## src/rtl/seq_control_unit_if.sv

```systemverilog
// Instruction/control bundle between issue logic and seq_control_unit; the DUT side is slave.
// Carries no state, so it adds no latency; stall/flush travel alongside the instruction.
interface seq_control_unit_if #(
  parameter int REG_CNT = 16,
  parameter int OFS_W   = $clog2(REG_CNT) + 2
);
  logic                       valid_in;
  logic [1:0]                 mode;
  logic [3:0]                 op_code;
  logic                       s_in;
  logic                       blk;
  logic [REG_CNT-1:0]         reg_list;
  logic [3:0]                 cond;
  logic [3:0]                 status;
  logic                       stall;
  logic                       flush;

  logic [3:0]                 exe_cmd;
  logic                       mem_r_en;
  logic                       mem_w_en;
  logic                       wb_en;
  logic                       s;
  logic                       b;
  logic                       valid_out;
  logic                       busy;
  logic [$clog2(REG_CNT)-1:0] xfer_reg;
  logic [OFS_W-1:0]           xfer_ofs;

  modport master (
    output valid_in, mode, op_code, s_in, blk, reg_list, cond, status, stall, flush,
    input  exe_cmd, mem_r_en, mem_w_en, wb_en, s, b, valid_out, busy, xfer_reg, xfer_ofs
  );

  modport slave (
    input  valid_in, mode, op_code, s_in, blk, reg_list, cond, status, stall, flush,
    output exe_cmd, mem_r_en, mem_w_en, wb_en, s, b, valid_out, busy, xfer_reg, xfer_ofs
  );
endinterface

```

## src/rtl/seq_control_unit.sv

```systemverilog
// Instruction decode + block-transfer sequencer, 1-cycle latency; busy blocks new instructions, stall holds everything.
// Optional condition-code gating is enabled by the COND_CHECK_EN macro.
module seq_control_unit #(
  parameter int REG_CNT = 16,
  parameter int OFS_W   = $clog2(REG_CNT) + 2
) (
  input  logic              clk,
  input  logic              rst,
  seq_control_unit_if.slave bus
);
  localparam int IDX_W = $clog2(REG_CNT);

  typedef enum logic {IDLE, XFER} state_t;

  state_t             r_state;
  logic [REG_CNT-1:0] r_rem;
  logic [OFS_W-1:0]   r_cnt;
  logic               r_load;

  logic [3:0]         r_exe_cmd;
  logic               r_mem_r_en;
  logic               r_mem_w_en;
  logic               r_wb_en;
  logic               r_s;
  logic               r_b;
  logic               r_valid_out;
  logic [IDX_W-1:0]   r_xfer_reg;
  logic [OFS_W-1:0]   r_xfer_ofs;

  logic               w_cond_ok;
  logic [REG_CNT-1:0] w_list;
  logic [REG_CNT-1:0] w_rest;
  logic [IDX_W-1:0]   w_idx;
  logic [OFS_W-1:0]   w_ofs;
  logic               w_alu_hit;
  logic [3:0]         w_dec_exe;
  logic               w_dec_r;
  logic               w_dec_w;
  logic               w_dec_wb;
  logic               w_dec_s;
  logic               w_dec_b;
  logic               w_dec_blk;
  logic [IDX_W-1:0]   w_dec_reg;

`ifdef COND_CHECK_EN
  function automatic logic cond_pass(input logic [3:0] c, input logic [3:0] f);
    logic n, z, cy, v;
    {n, z, cy, v} = f;
    case (c)
      4'h0:    cond_pass = z;
      4'h1:    cond_pass = !z;
      4'h2:    cond_pass = cy;
      4'h3:    cond_pass = !cy;
      4'h4:    cond_pass = n;
      4'h5:    cond_pass = !n;
      4'h6:    cond_pass = v;
      4'h7:    cond_pass = !v;
      4'h8:    cond_pass = cy && !z;
      4'h9:    cond_pass = !cy || z;
      4'hA:    cond_pass = (n == v);
      4'hB:    cond_pass = (n != v);
      4'hC:    cond_pass = !z && (n == v);
      4'hD:    cond_pass = z || (n != v);
      4'hE:    cond_pass = 1'b1;
      default: cond_pass = 1'b0;
    endcase
  endfunction

  assign w_cond_ok = cond_pass(bus.cond, bus.status);
`else
  wire w_unused_cond = ^{bus.cond, bus.status};
  assign w_cond_ok = 1'b1;
`endif

  // One priority encoder serves both the first transfer (fresh list) and later ones (remaining list).
  assign w_list = (r_state == XFER) ? r_rem : bus.reg_list;
  assign w_rest = w_list & (w_list - REG_CNT'(1));
  assign w_ofs  = OFS_W'(r_cnt << 2);

  always_comb begin
    w_idx = '0;
    for (int i = REG_CNT - 1; i >= 0; i--) begin
      if (w_list[i]) w_idx = IDX_W'(i);
    end
  end

  always_comb begin
    w_alu_hit = 1'b0;
    w_dec_exe = '0;
    w_dec_r   = 1'b0;
    w_dec_w   = 1'b0;
    w_dec_wb  = 1'b0;
    w_dec_s   = 1'b0;
    w_dec_b   = 1'b0;
    w_dec_blk = 1'b0;
    w_dec_reg = '0;
    if (bus.valid_in && w_cond_ok) begin
      case (bus.mode)
        2'b00: begin
          case (bus.op_code)
            4'b1101: {w_alu_hit, w_dec_exe, w_dec_wb} = 6'b1_0001_1;
            4'b1111: {w_alu_hit, w_dec_exe, w_dec_wb} = 6'b1_1001_1;
            4'b0100: {w_alu_hit, w_dec_exe, w_dec_wb} = 6'b1_0010_1;
            4'b0101: {w_alu_hit, w_dec_exe, w_dec_wb} = 6'b1_0011_1;
            4'b0010: {w_alu_hit, w_dec_exe, w_dec_wb} = 6'b1_0100_1;
            4'b0110: {w_alu_hit, w_dec_exe, w_dec_wb} = 6'b1_0101_1;
            4'b0000: {w_alu_hit, w_dec_exe, w_dec_wb} = 6'b1_0110_1;
            4'b1100: {w_alu_hit, w_dec_exe, w_dec_wb} = 6'b1_0111_1;
            4'b0001: {w_alu_hit, w_dec_exe, w_dec_wb} = 6'b1_1000_1;
            4'b1010: {w_alu_hit, w_dec_exe, w_dec_wb} = 6'b1_0100_0;
            4'b1000: {w_alu_hit, w_dec_exe, w_dec_wb} = 6'b1_0110_0;
            default: {w_alu_hit, w_dec_exe, w_dec_wb} = 6'b0_0000_0;
          endcase
          w_dec_s = w_alu_hit & bus.s_in;
        end
        2'b01: begin
          // An empty block list degenerates to a NOP.
          if (!bus.blk || (bus.reg_list != '0)) begin
            w_dec_exe = 4'b0010;
            w_dec_r   = bus.s_in;
            w_dec_w   = !bus.s_in;
            w_dec_wb  = bus.s_in;
            if (bus.blk) begin
              w_dec_blk = 1'b1;
              w_dec_reg = w_idx;
            end
          end
        end
        2'b10: begin
          w_dec_b = 1'b1;
          w_dec_s = bus.s_in;
        end
        default: ;
      endcase
    end
  end

  // Flush clears exactly the same state as reset, so the two share one branch.
  always_ff @(posedge clk) begin
    if (rst || bus.flush) begin
      r_state     <= IDLE;
      r_rem       <= '0;
      r_cnt       <= '0;
      r_load      <= 1'b0;
      r_exe_cmd   <= '0;
      r_mem_r_en  <= 1'b0;
      r_mem_w_en  <= 1'b0;
      r_wb_en     <= 1'b0;
      r_s         <= 1'b0;
      r_b         <= 1'b0;
      r_valid_out <= 1'b0;
      r_xfer_reg  <= '0;
      r_xfer_ofs  <= '0;
    end else if (!bus.stall) begin
      case (r_state)
        XFER: begin
          r_valid_out <= 1'b1;
          r_exe_cmd   <= 4'b0010;
          r_mem_r_en  <= r_load;
          r_mem_w_en  <= !r_load;
          r_wb_en     <= r_load;
          r_s         <= 1'b0;
          r_b         <= 1'b0;
          r_xfer_reg  <= w_idx;
          r_xfer_ofs  <= w_ofs;
          r_rem       <= w_rest;
          if (w_rest == '0) begin
            r_state <= IDLE;
            r_cnt   <= '0;
          end else begin
            r_cnt <= r_cnt + OFS_W'(1);
          end
        end
        default: begin
          r_valid_out <= bus.valid_in;
          r_exe_cmd   <= w_dec_exe;
          r_mem_r_en  <= w_dec_r;
          r_mem_w_en  <= w_dec_w;
          r_wb_en     <= w_dec_wb;
          r_s         <= w_dec_s;
          r_b         <= w_dec_b;
          r_xfer_reg  <= w_dec_reg;
          r_xfer_ofs  <= '0;
          if (w_dec_blk) begin
            r_load <= bus.s_in;
            r_rem  <= w_rest;
            if (w_rest != '0) begin
              r_state <= XFER;
              r_cnt   <= OFS_W'(1);
            end
          end
        end
      endcase
    end
  end

  assign bus.exe_cmd   = r_exe_cmd;
  assign bus.mem_r_en  = r_mem_r_en;
  assign bus.mem_w_en  = r_mem_w_en;
  assign bus.wb_en     = r_wb_en;
  assign bus.s         = r_s;
  assign bus.b         = r_b;
  assign bus.valid_out = r_valid_out;
  assign bus.busy      = (r_state == XFER);
  assign bus.xfer_reg  = r_xfer_reg;
  assign bus.xfer_ofs  = r_xfer_ofs;
endmodule
```

## src/flat_wrapper.sv

```systemverilog
// flat-port wrapper written by rule: the top's interface ports become plain ports
module seq_control_unit_flat 
#(
  parameter int REG_CNT = 16,
  parameter int OFS_W   = $clog2(REG_CNT) + 2
)
  (clk, rst, bus_valid_in, bus_mode, bus_op_code, bus_s_in, bus_blk, bus_reg_list, bus_cond, bus_status, bus_stall, bus_flush, bus_exe_cmd, bus_mem_r_en, bus_mem_w_en, bus_wb_en, bus_s, bus_b, bus_valid_out, bus_busy, bus_xfer_reg, bus_xfer_ofs);
  seq_control_unit_if #(.REG_CNT(REG_CNT), .OFS_W(OFS_W)) bus_i ();
  input  logic clk;
  input  logic rst;
  input wire logic [$bits(bus_i.valid_in)-1:0] bus_valid_in;
  input wire logic [$bits(bus_i.mode)-1:0] bus_mode;
  input wire logic [$bits(bus_i.op_code)-1:0] bus_op_code;
  input wire logic [$bits(bus_i.s_in)-1:0] bus_s_in;
  input wire logic [$bits(bus_i.blk)-1:0] bus_blk;
  input wire logic [$bits(bus_i.reg_list)-1:0] bus_reg_list;
  input wire logic [$bits(bus_i.cond)-1:0] bus_cond;
  input wire logic [$bits(bus_i.status)-1:0] bus_status;
  input wire logic [$bits(bus_i.stall)-1:0] bus_stall;
  input wire logic [$bits(bus_i.flush)-1:0] bus_flush;
  output wire logic [$bits(bus_i.exe_cmd)-1:0] bus_exe_cmd;
  output wire logic [$bits(bus_i.mem_r_en)-1:0] bus_mem_r_en;
  output wire logic [$bits(bus_i.mem_w_en)-1:0] bus_mem_w_en;
  output wire logic [$bits(bus_i.wb_en)-1:0] bus_wb_en;
  output wire logic [$bits(bus_i.s)-1:0] bus_s;
  output wire logic [$bits(bus_i.b)-1:0] bus_b;
  output wire logic [$bits(bus_i.valid_out)-1:0] bus_valid_out;
  output wire logic [$bits(bus_i.busy)-1:0] bus_busy;
  output wire logic [$bits(bus_i.xfer_reg)-1:0] bus_xfer_reg;
  output wire logic [$bits(bus_i.xfer_ofs)-1:0] bus_xfer_ofs;
  assign bus_i.valid_in = bus_valid_in;
  assign bus_i.mode = bus_mode;
  assign bus_i.op_code = bus_op_code;
  assign bus_i.s_in = bus_s_in;
  assign bus_i.blk = bus_blk;
  assign bus_i.reg_list = bus_reg_list;
  assign bus_i.cond = bus_cond;
  assign bus_i.status = bus_status;
  assign bus_i.stall = bus_stall;
  assign bus_i.flush = bus_flush;
  assign bus_exe_cmd = bus_i.exe_cmd;
  assign bus_mem_r_en = bus_i.mem_r_en;
  assign bus_mem_w_en = bus_i.mem_w_en;
  assign bus_wb_en = bus_i.wb_en;
  assign bus_s = bus_i.s;
  assign bus_b = bus_i.b;
  assign bus_valid_out = bus_i.valid_out;
  assign bus_busy = bus_i.busy;
  assign bus_xfer_reg = bus_i.xfer_reg;
  assign bus_xfer_ofs = bus_i.xfer_ofs;
  seq_control_unit #(.REG_CNT(REG_CNT), .OFS_W(OFS_W)) u_core (.clk(clk), .rst(rst), .bus(bus_i));
endmodule
```

## config.mk

```make
export PLATFORM = sky130hd
export DESIGN_NAME = seq_control_unit_flat
export DESIGN_NICKNAME = d
export VERILOG_FILES = /design/src/rtl/seq_control_unit_if.sv /design/src/rtl/seq_control_unit.sv /design/src/flat_wrapper.sv
export SDC_FILE = /design/constraint.sdc
export NUM_CORES = 1
export LEC_CHECK = 0
export ABC_CLOCK_PERIOD_IN_PS = 6700
export BUFFER_PORTS_ARGS = -buffer_cell sky130_fd_sc_hd__buf_2
export CAP_MARGIN = 20
export CORE_MARGIN = 2
export CORE_UTILIZATION = 45
export CTS_CLUSTER_SIZE = 16
export DETAILED_ROUTE_END_ITERATION = 8
export GPL_TIMING_DRIVEN = 0
export PLACE_DENSITY = 0.68
export SYNTH_ARGS = -nofsm -noshare
export SYNTH_HDL_FRONTEND = slang
export SYNTH_SLANG_ARGS = --single-unit
```

## constraint.sdc

```tcl
create_clock -name clk -period 6.7 [get_ports clk]
set_clock_uncertainty 0.05 [all_clocks]
set_input_delay 0.335 -clock clk [delete_from_list [all_inputs] [get_ports clk]]
set_output_delay 0.335 -clock clk [all_outputs]
set_load 0.02 [all_outputs]
```

==> Flow_metrics.wiki, run 1 <==
{| class="wikitable"
! Metric !! Value
|-
| Weighted congestion reported at the end of routability-driven placement || 0.944
|-
| Vias post-DR || 2,958
|-
| Post-Synth Simple-Gate Area || 27.3%
|-
| Biggest register || u_core.r_rem
|-
| Area fraction of the dominant cell type after synthesis || 29.1%
|-
| EDFF count, synth || 0
|-
| Dominant combinational cell family by area after synthesis || compound AO/OA/AOI/OAI gates
|-
| P_leak || 1.15 nW
|-
| First-pass DRT Iterations || 5
|-
| Max Freq || 0.310 GHz
|-
| Proportion of synthesized chip area in sequential cells || 29.1%
|-
| Critical path arrival || 3.41 ns
|-
| Routed length per instance || 17.4 um
|-
| Post-route ant nets || 0
|-
| Final hold violation count || 0
|-
| Startpoint type of the worst setup path || register
|-
| Max FFs per register || 15
|-
| Port buffer count || 46
|-
| Post-route standard cell area excluding fillers || 3100 um^2
|-
| Synth Area in Adders || 3.26%
|-
| Type of the worst setup path || register to register
|-
| Post-synthesis instance area || 2690 um^2
|-
| Final period utilization || 48.2%
|-
| Synth top cells by count || sky130_fd_sc_hd__nand2_1, sky130_fd_sc_hd__dfxtp_1, sky130_fd_sc_hd__nor2_1
|-
| H-tree levels || 2
|-
| Worst vdd ir || 0.0918 mV
|-
| Top cells by area in the synthesized netlist || sky130_fd_sc_hd__dfxtp_1, sky130_fd_sc_hd__a21oi_1, sky130_fd_sc_hd__nand2_1, sky130_fd_sc_hd__nor2_1, sky130_fd_sc_hd__ha_1
|-
| Overall global routing resource usage || 26.2%
|-
| CTS root buf || sky130_fd_sc_hd__clkbuf_8
|-
| Post-cts hold buffer count || 0
|-
| Vertical die dimension || 81.2 um
|-
| Xor/xnor cell area share of the yosys netlist || 0%
|-
| Most used flip-flop cell after synthesis || sky130_fd_sc_hd__dfxtp_1
|-
| Synth area leader || sky130_fd_sc_hd__dfxtp_1
|-
| Instance area after placement || 3010 um^2
|-
| Largest stage delay on the critical path || 0.49 ns
|-
| CP Max Fanout || 8
|-
| Hold Path Class || input pin to register
|-
| Post-route minimum period || 3.23 ns
|-
| Number of resized instances in the post-cts repair step || 0
|-
| Cell-by-cell listing of the critical path || or3b_4, a222oi_1, o22ai_1, a2111o_1, or3_1, buf_2, a211o_1, a21oi_1
|-
| Worst path slowest cell || sky130_fd_sc_hd__dfxtp_1
|-
| Pin count of the biggest net entering global routing || 13
|-
| Measured slew at the worst slew-check pin || 0.726 ns
|-
| P&R area growth vs syn || 15.4%
|-
| Total negative slack for setup checks || 0 ns
|-
| Power consumption || 478 uW
|-
| Insertion delay to the later sink of the worst-skew pair || 0.31 ns
|-
| Synth warn || 0
|-
| Boundary pin count || 58
|-
| Required time of the critical path || 6.88 ns
|-
| Compound-Gate Fraction of Synth Area || 29.2%
|-
| Async set-reset flop share out of synthesis || 0%
|-
| Setup violators final || 0
|-
| Post-synthesis sequential element count || 39
|-
| Die width || 81.2 um
|-
| Vias in the first global route || 2,643
|-
| Count of unresolved DRC violations after routing || 0
|-
| Sum of overflow across all layers after global routing || 0
|-
| Pwr/cell area || 154 nW/um^2
|-
| Via/cell ratio || 6.11
|-
| Sink Count || 39
|-
| Worst reg2reg path startpoint || u_core.bus.busy
|-
| Hold wc startpoint || bus_mode[1]
|-
| Ratio of cells with drive above 1 in the final layout || 19.6%
|-
| Proportion of synthesized area in mux cells || 3.87%
|-
| Kind of cell with the highest combined delay on the critical path || compound AO/OA/AOI/OAI gates
|-
| Clock input transition at the sequential cells of the worst setup and hold paths || 0.09 ns
|-
| Number of pins exceeding their max-slew limit in the final report || 0
|-
| Post-synthesis cell count || 354
|-
| Endpoint class of the critical path || register
|-
| Clock Tree Buf Depth || 2
|-
| Leading cell type by number of instances after synthesis || sky130_fd_sc_hd__nand2_1
|-
| Post CTS Setup Buffer Count || 0
|-
| Antenna violations before repair || 0
|-
| Setup repair after global routing missed its margin || no
|-
| Placed wire-length estimate after detailed placement || 6.07 mm
|-
| Total clock buffers created by CTS || 5
|-
| Tightest slew margin relative to the limit || 51.4%
|-
| Site Rows || 28
|-
| Iteration-0 DRC count of the detailed router || 249
|-
| Buffering stage count on the worst path with inverters included || 1
|-
| Clock tree from TritonCTS || yes
|-
| Number of nets in the final layout || 452
|-
| Core ar. || 5850 um^2
|-
| Startpoint of the worst setup timing path || u_core.bus.busy
|-
| Diode count || 0
|-
| Post-Route WL || 8.43 mm
|-
| Per-instance average area after synthesis || 7.58 um^2
|-
| First-pass GRT wire length || 13.3 mm
|-
| Number of distinct standard cells referenced by the synthesized netlist || 64
|-
| Initial core utilization || 45.9%
|-
| Outcome || finished, final reports clean
|-
| DIE AREA || 6600 um^2
|-
| Final core utilization || 53.0%
|-
| Number of violations of the max-capacitance limit || 0
|}
[tightest hold or removal path: stages]
cell                      delay (ns)
sky130_fd_sc_hd__buf_2          0.11
sky130_fd_sc_hd__a22oi_1        0.06
sky130_fd_sc_hd__nor2_1         0.07
[area by class of cell]
type / instances / area, um^2
fillers: 585 / 2750
multi-input cells: 278 / 1720
flip-flops and latches: 39 / 781
repair buffers: 46 / 230
plain buffers: 21 / 129
well taps: 75 / 93.8
clock buffers: 6 / 72.6
inverters: 17 / 63.8
clock inverters: 2 / 12.5
[cell usage in the layout, fill, tap and decap left out, types with 3 or more instances in the layout]
cell and n:
sky130_fd_sc_hd__a211oi_1 6, sky130_fd_sc_hd__a21oi_1 32, sky130_fd_sc_hd__a221oi_1 3, sky130_fd_sc_hd__a22oi_1 7, sky130_fd_sc_hd__a22oi_2 3, sky130_fd_sc_hd__a31oi_1 7
sky130_fd_sc_hd__a32oi_1 8, sky130_fd_sc_hd__buf_2 47, sky130_fd_sc_hd__buf_4 3, sky130_fd_sc_hd__clkbuf_1 13, sky130_fd_sc_hd__clkbuf_8 8, sky130_fd_sc_hd__dfxtp_1 39
sky130_fd_sc_hd__ha_1 7, sky130_fd_sc_hd__inv_1 16, sky130_fd_sc_hd__mux2i_1 7, sky130_fd_sc_hd__nand2_1 41, sky130_fd_sc_hd__nand2b_1 5, sky130_fd_sc_hd__nand3_1 9
sky130_fd_sc_hd__nor2_1 39, sky130_fd_sc_hd__nor2b_1 4, sky130_fd_sc_hd__nor3_1 14, sky130_fd_sc_hd__nor4_1 7, sky130_fd_sc_hd__o211ai_1 8, sky130_fd_sc_hd__o21ai_0 12
sky130_fd_sc_hd__or3_1 9, sky130_fd_sc_hd__or3b_1 5
[power by group]
| group | internal [mW] | switching (mW) | leakage, nW |
|---|---|---|---|
| combinational | 0.0286 | 0.0485 | 0.799 |
| clock | 0.0730 | 0.0930 | 0.0412 |
| sequential | 0.233 | 0.00145 | 0.315 |
[stage by stage]
stage | setup slack, ns | hold slack [ns] | instances
CTS | 3.57 | 0.262 | 484
floorplan | 3.88 | 0.391 | 355
finish | 3.47 | 0.265 | 484
detailed placement | 3.58 | 0.405 | 476
global route | 3.37 | 0.264 | 484
global placement | 3.58 | 0.403 | 476
[metal layers]
metal	vias to the layer above	track usage, %	wire [um]
met2	131	43.8	3880
met1	1400	34.7	3840
met4	0	7.97	162
met5	-	0	0
li1	1407	-	-
met3	20	4.22	548
[worst paths after layout]
check	to	slack (ns)	depth (start not counted)
max	u_core.r_cnt[1]	3.47	8
min reg2reg	u_core.bus.wb_en	0.42	2
max reg2reg	u_core.r_cnt[1]	3.47	8
min	u_core.bus.b	0.26	3
[kinds of logic after synthesis]
| logic type | Yosys count |
|---|---|
| flops | 39 |
| compound gates | 112 |
| simple gates | 147 |
| other cells | 1 |
| mux | 10 |
| buf+inv | 38 |
| fa+ha+maj | 7 |
Power figures use the tool's default switching activity.
==> run 2, diff against run 1 <==
- ABC_CLOCK_PERIOD_IN_PS: 6700 -> 3060
- clock period: 6.7 -> 3.06 ns (I/O delays scaled with it)
==> run 2 against run 1 <==
Net effect:
- the flow now finishes with violations (setup timing)
- core utilization is 2.0 points higher
- routed wire length up 0.78%
- register-to-register slack lost 3.5 ns
- combinational power rose by 130%
- sequential cell count is the same
- setup slack worse by 3.5 ns
- first-iteration DRC count decreased by 27%
- via count rose by 1.2%
- sequential share of layout area decreased by 0.80 points
- critical path type unchanged
==> Flow_metrics.wiki, run 2 (synthesis gave the netlist of run 1 again) <==
{| class="wikitable"
! Metric !! Value
|-
| Number of standard cells in the final layout excluding fillers || 493
|-
| Total clock buffers created by CTS || 5
|-
| Insertion delay to the later sink of the worst-skew pair || 0.31 ns
|-
| Pwr/cell area || 327 nW/um^2
|-
| Post-Route WL || 8.49 mm
|-
| Setup slack of the critical path after layout || -0.00176 ns
|-
| Power share of the sequential group || 48.9%
|-
| Core ar. || 5850 um^2
|-
| Most used routing layer in global routing || met2
|-
| Biggest register || u_core.r_rem
|-
| Max Freq || 0.327 GHz
|-
| Most frequent cells in the layout || sky130_fd_sc_hd__buf_2, sky130_fd_sc_hd__nand2_1, sky130_fd_sc_hd__nor2_1
|-
| Number of violations of the max-capacitance limit || 0
|-
| Violations in the final reports || setup timing
|-
| Critical path arrival || 3.24 ns
|-
| P&R area growth vs syn || 19.7%
|-
| Met2 capacity usage during global routing || 43.8%
|-
| Via/cell ratio || 6.07
|-
| First-pass DRT Iterations || 5
|-
| Instance area after placement || 3010 um^2
|-
| Measured slew at the worst slew-check pin || 0.716 ns
|-
| Most prevalent standard cell on the critical path || sky130_fd_sc_hd__buf_6
|-
| Die width || 81.2 um
|-
| Sum of overflow across all layers after global routing || 0
|-
| Boundary pin count || 58
|-
| Largest stage delay on the critical path || 0.39 ns
|-
| Site Rows || 28
|-
| Worst vdd ir || 0.201 mV
|-
| Overall global routing resource usage || 26.2%
|-
| Tightest slew margin relative to the limit || 52.1%
|-
| Part of the total power dissipated in the clock network || 34.4%
|-
| Required time of the critical path || 3.24 ns
|-
| Power consumption || 1.05 mW
|-
| Cell-by-cell listing of the critical path || buf_6, or3_4, a22oi_2, buf_4, a31oi_2, a2111o_1, or3_1, buf_6, a211o_1, a21oi_1
|-
| Clock tree from TritonCTS || yes
|-
| Total negative slack for setup checks || -0.00176 ns
|-
| Vertical die dimension || 81.2 um
|-
| Final hold violation count || 0
|-
| Clock input transition at the sequential cells of the worst setup and hold paths || 0.09 ns
|-
| Port buffer count || 46
|-
| Switching power summed over all nets || 313 uW
|-
| Pin count of the biggest net entering global routing || 13
|-
| First-pass GRT wire length || 13.3 mm
|-
| Setup violators final || 1
|-
| Antenna violations before repair || 0
|-
| Combinational share of power || 16.6%
|-
| P_leak || 1.21 nW
|-
| Startpoint type of the worst setup path || register
|-
| Worst path slowest cell || sky130_fd_sc_hd__or3_4
|-
| Outcome || finished with violations
|-
| Clock Tree Buf Depth || 2
|-
| Type of the worst setup path || register to register
|-
| Routed length per instance || 17.2 um
|-
| Diode count || 0
|-
| Vias post-DR || 2,993
|-
| Post-route ant nets || 0
|-
| Final period utilization || 100%
|-
| Max FFs per register || 15
|-
| Post-route standard cell area excluding fillers || 3210 um^2
|-
| Final core utilization || 54.9%
|-
| CTS root buf || sky130_fd_sc_hd__clkbuf_8
|-
| Number of nets in the final layout || 461
|-
| Endpoint class of the critical path || register
|-
| Hold Path Class || input pin to register
|-
| H-tree levels || 2
|-
| Post-cts hold buffer count || 0
|-
| Vias in the first global route || 2,643
|-
| Filler cell count || 571
|-
| Number of pins exceeding their max-slew limit in the final report || 0
|-
| Weighted congestion reported at the end of routability-driven placement || 0.944
|-
| Ratio of cells with drive above 1 in the final layout || 22.5%
|-
| GRT met3 Usage || 3.89%
|-
| Sink Count || 39
|-
| Initial core utilization || 45.9%
|-
| Post-route minimum period || 3.06 ns
|-
| Sw Ratio || 29.8%
|-
| DIE AREA || 6600 um^2
|-
| Commonest non-fill, non-tap cell in the layout || sky130_fd_sc_hd__buf_2
|-
| Count of unresolved DRC violations after routing || 0
|-
| Int Power || 737 uW
|-
| Placed wire-length estimate after detailed placement || 6.07 mm
|-
| Post-Place Cells || 476
|-
| Iteration-0 DRC count of the detailed router || 181
|-
| CP Max Fanout || 10
|-
| Met1 GRT Util || 34.8%
|}
## run 2: cell count changes in the layout (fill, tap and decap cells not counted), sizes merged
cell  change
buf       +9
## run 2: worst max-delay path: cells and delay by family, from the launching register on
family / cells / cell delay, ns
flops: 1 / 0.38
compound gates: 5 / 1.27
simple gates: 2 / 0.78
buf+inv: 3 / 0.50
## run 2: timing repair
item / CTS / global route
pin swaps: 1 / 7
setup endpoints to repair: 3 / 3
resized for setup: 1 / 10
setup buffers: 1 / 8
## run 2: power groups by stage
| stage | sequential, mW | combinational (mW) | clock (mW) |
|---|---|---|---|
| floorplan | 0.529 | 0.0964 | 0 |
| global placement | 0.526 | 0.164 | 0 |
| detailed placement | 0.526 | 0.165 | 0 |
| CTS | 0.514 | 0.166 | 0.370 |
| global route | 0.514 | 0.190 | 0.389 |
| finish | 0.513 | 0.175 | 0.361 |
## run 2: final cells by class
| cell class | instances | area, um^2 | area share (%) |
|---|---|---|---|
| inverter | 17 | 63.8 | 1.99 |
| buffer | 21 | 139 | 4.32 |
| multi-input combinational | 278 | 1750 | 54.5 |
| tap | 75 | 93.8 | 2.92 |
| sequential | 39 | 785 | 24.4 |
| timing repair buffer | 55 | 298 | 9.26 |
| clock buffer | 6 | 72.6 | 2.26 |
| clock inverter | 2 | 12.5 | 0.389 |
## run 2: path summary, 6_finish.rpt
path | endpoint | start | slack (ns) | cells past startpoint
max | u_core.r_cnt[1] | u_core.bus.busy | -0.002 | 10
min | u_core.bus.b | bus_mode[1] | 0.08 | 3
max reg2reg | u_core.r_cnt[1] | u_core.bus.busy | -0.002 | 10
min reg2reg | u_core.bus.mem_r_en | u_core.bus.mem_r_en | 0.42 | 2
## run 2: through the flow
stage               hold WS [ns]  setup WS (ns)
finish                    0.0808       -0.00176
CTS                       0.0804         0.0130
floorplan                  0.239          0.235
global placement           0.386        -0.0411
global route              0.0820        -0.0386
detailed placement         0.396        -0.0435
## run 2: routing by layer
metal	vias to the layer above	wire length, um
met4	0	157
li1	1429	-
met5	-	0
met1	1401	3820
met2	146	3930
met3	17	591
